==> config.mk <==
export PLATFORM = sky130hd
export DESIGN_NAME = spi_rx_deser
export DESIGN_NICKNAME = d
export VERILOG_FILES = /design/src/rtl/spi_rx_deser.sv
export SDC_FILE = /design/constraint.sdc
export NUM_CORES = 1
export LEC_CHECK = 0
export ABC_CLOCK_PERIOD_IN_PS = 2200
export CAP_MARGIN = 10
export CORE_ASPECT_RATIO = 1.25
export CORE_UTILIZATION = 28
export DETAILED_ROUTE_END_ITERATION = 8
export PLACE_DENSITY = 0.6
export SLEW_MARGIN = 20
export SYNTH_ARGS = -nofsm -noshare
export SYNTH_HDL_FRONTEND = slang
export SYNTH_SLANG_ARGS = --single-unit
==> constraint.sdc <==
create_clock -name spi_clk -period 2.2 [get_ports spi_clk]
set_input_delay 0.44 -clock spi_clk [delete_from_list [all_inputs] [get_ports spi_clk]]
set_output_delay 0.44 -clock spi_clk [all_outputs]
set_load 0.1 [all_outputs]
==> src/rtl/spi_rx_deser.sv <==
// SPI master-side receive deserializer: shifts SPI_MISO into a DATA_WIDTH-bit word
// per frame and hands it to the controller through a valid/ack handshake with overrun flag.
module spi_rx_deser #(
  parameter int unsigned DATA_WIDTH = 8,
  parameter bit          MSB_FIRST  = 1'b1
) (
  input  logic                  spi_clk,
  input  logic                  reset,
  input  logic                  SPI_MISO,
  input  logic                  rx_load,
  input  logic                  rx_ack,
  output logic [DATA_WIDTH-1:0] rx_data,
  output logic                  rx_valid,
  output logic                  rx_busy,
  output logic                  rx_overrun
);

  localparam int unsigned  CW   = (DATA_WIDTH > 1) ? $clog2(DATA_WIDTH) : 1;
  localparam logic [CW-1:0] LAST = CW'(DATA_WIDTH - 1);

  typedef enum logic {IDLE, SHIFT} state_e;

  state_e                state_q, state_d;
  logic [CW-1:0]         cnt_q, cnt_d;
  logic [DATA_WIDTH-1:0] shift_q, shift_d;
  logic [DATA_WIDTH-1:0] data_q, data_d;
  logic                  valid_q, valid_d;
  logic                  ovr_q, ovr_d;

  logic                  sample;
  logic                  complete;
  logic [DATA_WIDTH-1:0] shift_in;

  always_ff @(posedge spi_clk or negedge reset) begin
    if (!reset) state_q <= IDLE;
    else        state_q <= state_d;
  end

  always_comb begin
    state_d = state_q;
    case (state_q)
      IDLE:    if (rx_load) state_d = SHIFT;
      SHIFT:   if (cnt_q == LAST) state_d = IDLE;
      default: state_d = IDLE;
    endcase
  end

  always_comb begin
    rx_busy = (state_q == SHIFT);
  end

  // The start edge already samples bit 0, so sampling happens in IDLE with rx_load too.
  always_comb begin
    sample   = (state_q == SHIFT) || ((state_q == IDLE) && rx_load);
    complete = (state_q == SHIFT) && (cnt_q == LAST);
    if (MSB_FIRST) shift_in = {shift_q[DATA_WIDTH-2:0], SPI_MISO};
    else           shift_in = {SPI_MISO, shift_q[DATA_WIDTH-1:1]};

    cnt_d   = cnt_q;
    shift_d = shift_q;
    if (sample) begin
      shift_d = shift_in;
      cnt_d   = complete ? '0 : cnt_q + CW'(1);
    end

    data_d  = complete ? shift_in : data_q;
    valid_d = complete | (valid_q & ~rx_ack);

    // An ack on the completion edge consumes the old word, so no overrun then.
    ovr_d = ovr_q;
    if (complete && valid_q && !rx_ack) ovr_d = 1'b1;
    else if (valid_q && rx_ack)         ovr_d = 1'b0;
  end

  always_ff @(posedge spi_clk or negedge reset) begin
    if (!reset) begin
      cnt_q   <= '0;
      shift_q <= '0;
      data_q  <= '0;
      valid_q <= 1'b0;
      ovr_q   <= 1'b0;
    end else begin
      cnt_q   <= cnt_d;
      shift_q <= shift_d;
      data_q  <= data_d;
      valid_q <= valid_d;
      ovr_q   <= ovr_d;
    end
  end

  always_comb begin
    rx_data    = data_q;
    rx_valid   = valid_q;
    rx_overrun = ovr_q;
  end

endmodule

-- Yosys cells after proc, flatten, opt, wreduce, memory -nomap -nowiden
Index checks and enable logic that the tools add are counted.
Widths: inputs -> output; s select.
- bits in registers: 21
- output and inout bits: 11
- $add $sub $neg: 1
- equal/unequal tests: 1
- mux-type cells: 6
- bitwise logic cells: 4
- reduce and logical (&&, ||, !) cells: 8
- operators by type and width (kind ; count):
    $logic_and 1x1->1 ; 5
    $mux 1 ; 4
    $add 3x1->3 const B ; 1
    $eq 3x3->1 const B ; 1
    $mux 3 ; 1
    $not 1->1 ; 2
    $pmux 1 s2 ; 1
    $reduce_bool 2->1 ; 1
    $and 1x1->1 ; 1
    $logic_not 1->1 ; 1
    $logic_or 1x1->1 ; 1
    $or 1x1->1 ; 1

-- Logic depth before layout (Yosys ltp)
- depth after elaboration: 5
- mapped depth: 4
- depth with buffers taken out: 4

-- Worst setup path after synthesis
Ideal clock, no wire load.
- kind: flip-flop to flip-flop
- start point: reg state_q (netlist: rx_busy)
- end point: reg data_q[0] (netlist: rx_data[0])
- arrival time: 1.580 ns
- setup slack: 0.494 ns
- cell stages (with the launch flop): 4
- path buffers: 1
- clock period less this slack: 1.706 ns
- cells stage by stage: dfrtp_1 > buf_6 > nand2_4 > mux2_4
- cells in the longest elaborated chain, start to end: 1
- RTL lines (item ; RTL line ; RTL):
    start, declared ; 23 ; state_e state_q, state_d;
    start signal, assigned ; 36 ; else state_q <= state_d;
    $logic_and 1x1->1 ; 55 ; complete = (state_q == SHIFT) && (cnt_q == LAST);
    end signal, assigned ; 85 ; data_q <= data_d;
    end, declared ; 26 ; logic [DATA_WIDTH-1:0] data_q, data_d;
No other way between the ends.
A chain may end at the register's enable or synchronous reset.

-- Worst setup path after layout
- start point: reg state_q (netlist: rx_busy)
- end point: out rx_busy
- RTL lines (item ; RTL line ; RTL):
    end, declared ; 14 ; output logic rx_busy,
No word-level cell between the ends.

==> qor.yml <==
clocking:
  ctsHoldBuffers: 0
  cts_buffers: 3
  cts.sinks: 21
  clock_latency_ns: 0.30
  post_cts_buffers: 0
  path_clk_slew_ns: 0.11
  cts.path.max_buffers: 2
  cts_tree: "yes"
  root_buffer: "clkbuf_4"
  cts-resized-gates: 0
  cts.htree.levels: 1
worst_setup_path:
  critPathCapture: "rx_busy"
  critPathCaptureType: "output port"
  cp_top_family: "flip-flops"
  r2r-end: "rx_data[2]"
  cp_num_cells: 1
  r2r-start: "cnt_q[0]"
  rr_worst_depth: 4
  worstSetupPathType: "reg2out"
  crit_path_max_fanout: 10
  cp_cell_sequence: "buf_12"
  cp_data_required_time_ns: 1.76
  slowest_delay_ns: 0.70
  crit_path_start: "rx_busy"
  rrSetupSlack_ns: 0.70
  start_kind: "register"
  crit_slowest_cell: "dfrtp_1"
  critPathBufInv: 1
  arrival_ns: 1.24
sta:
  holdWs_ns: 0.467
  finalMaxSlewViolations: 0
  clock_skew_ns: 0.00313
  min_period_ns: 1.68
  max_freq_ghz: 0.595
  worst_pin_slew_ns: 0.536
  max_slew_margin_pct: 64.3
  hold_viol: 0
  setup_viol: 0
  tns_ns: 0
  timing.final.crit_share_pct: 76.3
  rsz0062_at_grt: "false"
layout:
  fin_nets: 82
  diodes: 0
  area_growth_pct: 21.8
  final_cells: 110
  drive_above_1_share_pct: 43.2
floorplan:
  rows: 22
  die_area_sq_mm: 0.00342
  fp.dieH_um: 65.2
  core_sq_mm: 0.00300
  dieWidth_um: 52.5
  start_util_pct: 29.8
  io_pins: 16
routing:
  drc: 0
  drtPass1Iterations: 2
  ant_nets: 0
  vias_per_cell: 4.48
  wl_per_cell_um: 12.6
  drt-total-wl_um: 1390
  vias: 493
  drt_iter0_markers: 1
synth:
  yosysMostFrequentCell: "dfrtp_1"
  synth.area.top_cells: "dfrtp_1, mux2_4, mux2_2, ha_1, mux2i_1"
  seq_area_frac_synth_pct: 58.8
  syn_avg_cell_area_sq_um: 16.0
  ys_types: 18
  async_reset_ff_share_pct: 100
  yosys-top-cells-count: "dfrtp_1, mux2_4, mux2_2"
  syn-num-nets: 63
  syn_area_sq_um: 893
  syn_inst: 56
  synth_edf_count: 0
  synthFlopType: "dfrtp_1"
  yosys_warnings: 0
  yosys_register_bits: 21
  yosysTopAreaCell: "dfrtp_1"
  synth_top_area_share_pct: 58.8
grt:
  grt_pass1_vias: 524
  grt_pass1_wl_um: 2470
  grt_max_degree: 22
  grt_usage_pct: 9.94
  grt_antenna_before_repair: 0
  gr-total-overflow: 0
place:
  dp.cells: 106
  portBuffers: 15
  place_congestion: 0.674
  dpl.hpwl_um: 975
job:
  maxCapViolCount: 0
min_path:
  hp-class: "in2async"
status:
  outcome: "completed"
==> area by class of cell <==
cell class | instances | area, sq um
inverters | 2 | 7.51
fillers | 301 | 1910
repair buffers | 16 | 143
clock buffers | 4 | 26.3
multi-input cells | 31 | 342
well taps | 36 | 45.0
flip-flops and latches | 21 | 526
==> stage by stage <==
| step | cell area [sq um] | setup WS [ns] | utilization [%] |
|---|---|---|---|
| finish | 1090 | 0.521 | 36.3 |
| global placement | 1060 | 0.472 | 35.4 |
| CTS | 1090 | 0.517 | 36.3 |
| detailed placement | 1060 | 0.447 | 35.4 |
| global route | 1090 | 0.450 | 36.3 |
| floorplan | 893 | 0.494 | - |
==> sequential cells by signal, summed over array words and instances, names as in the netlist <==
| name | count |
|---|---|
| rx_busy | 1 |
| cnt_q | 3 |
| shift_q | 7 |
| rx_overrun | 1 |
| rx_data | 8 |
| rx_valid | 1 |
==> worst min-delay path by stage <==
stage / endpoint / slack (ns) / cells after the start
2_1_floorplan: cnt_q[0] / 0.14 / 0
3_3_place_gp: rx_overrun / 0.48 / 1
3_5_place_dp: rx_overrun / 0.49 / 1
4_1_cts: rx_data[4] / 0.48 / 2
5_1_grt: rx_data[4] / 0.48 / 2
6_report: rx_data[5] / 0.47 / 2
==> cells by family after synthesis <==
logic type      Yosys count  synth area share [%]
buf+inv                   4                  2.94
mux                      17                  24.5
simple gates              4                  4.90
compound gates            7                  5.04
fa+ha+maj                 2                  2.80
flops                    21                  58.8
xor+xnor                  1                 0.981
==> placed cells by master, fill, tap and decap left out <==
| master | Yosys | routed |
|---|---|---|
| buf_4 | 1 | 11 |
| o21ai_0 | 2 | 2 |
| a31oi_1 | 1 | 1 |
| clkdlybuf4s50_1 | 0 | 4 |
| a21oi_1 | 1 | 1 |
| clkbuf_1 | 0 | 1 |
| dfrtp_1 | 21 | 21 |
| xnor2_1 | 1 | 1 |
| inv_1 | 2 | 2 |
| clkbuf_4 | 0 | 3 |
| ha_1 | 2 | 2 |
| nand2b_1 | 1 | 1 |
| buf_12 | 0 | 1 |
| nor2_8 | 1 | 1 |
| o2bb2ai_1 | 2 | 2 |
| nor2b_1 | 1 | 1 |
| mux2_4 | 8 | 8 |
| mux2_2 | 7 | 7 |
| mux2i_1 | 2 | 2 |
| nand2_4 | 1 | 1 |
| o22ai_1 | 1 | 1 |
==> routing by layer <==
| layer | track usage [%] | wire [um] | share of wire, % | up-vias |
|---|---|---|---|---|
| li1 | - | - | - | 232 |
| met1 | 13.8 | 698 | 50 | 245 |
| met2 | 14.4 | 606 | 44 | 14 |
| met3 | 2.08 | 63 | 4.5 | 2 |
| met4 | 4.93 | 22 | 1.6 | 0 |
| met5 | 0 | 0 | 0 | - |
Power is left out: the tool's default activity adds up to more than one toggle a clock period on the data nets, which glitch-free logic cannot reach.
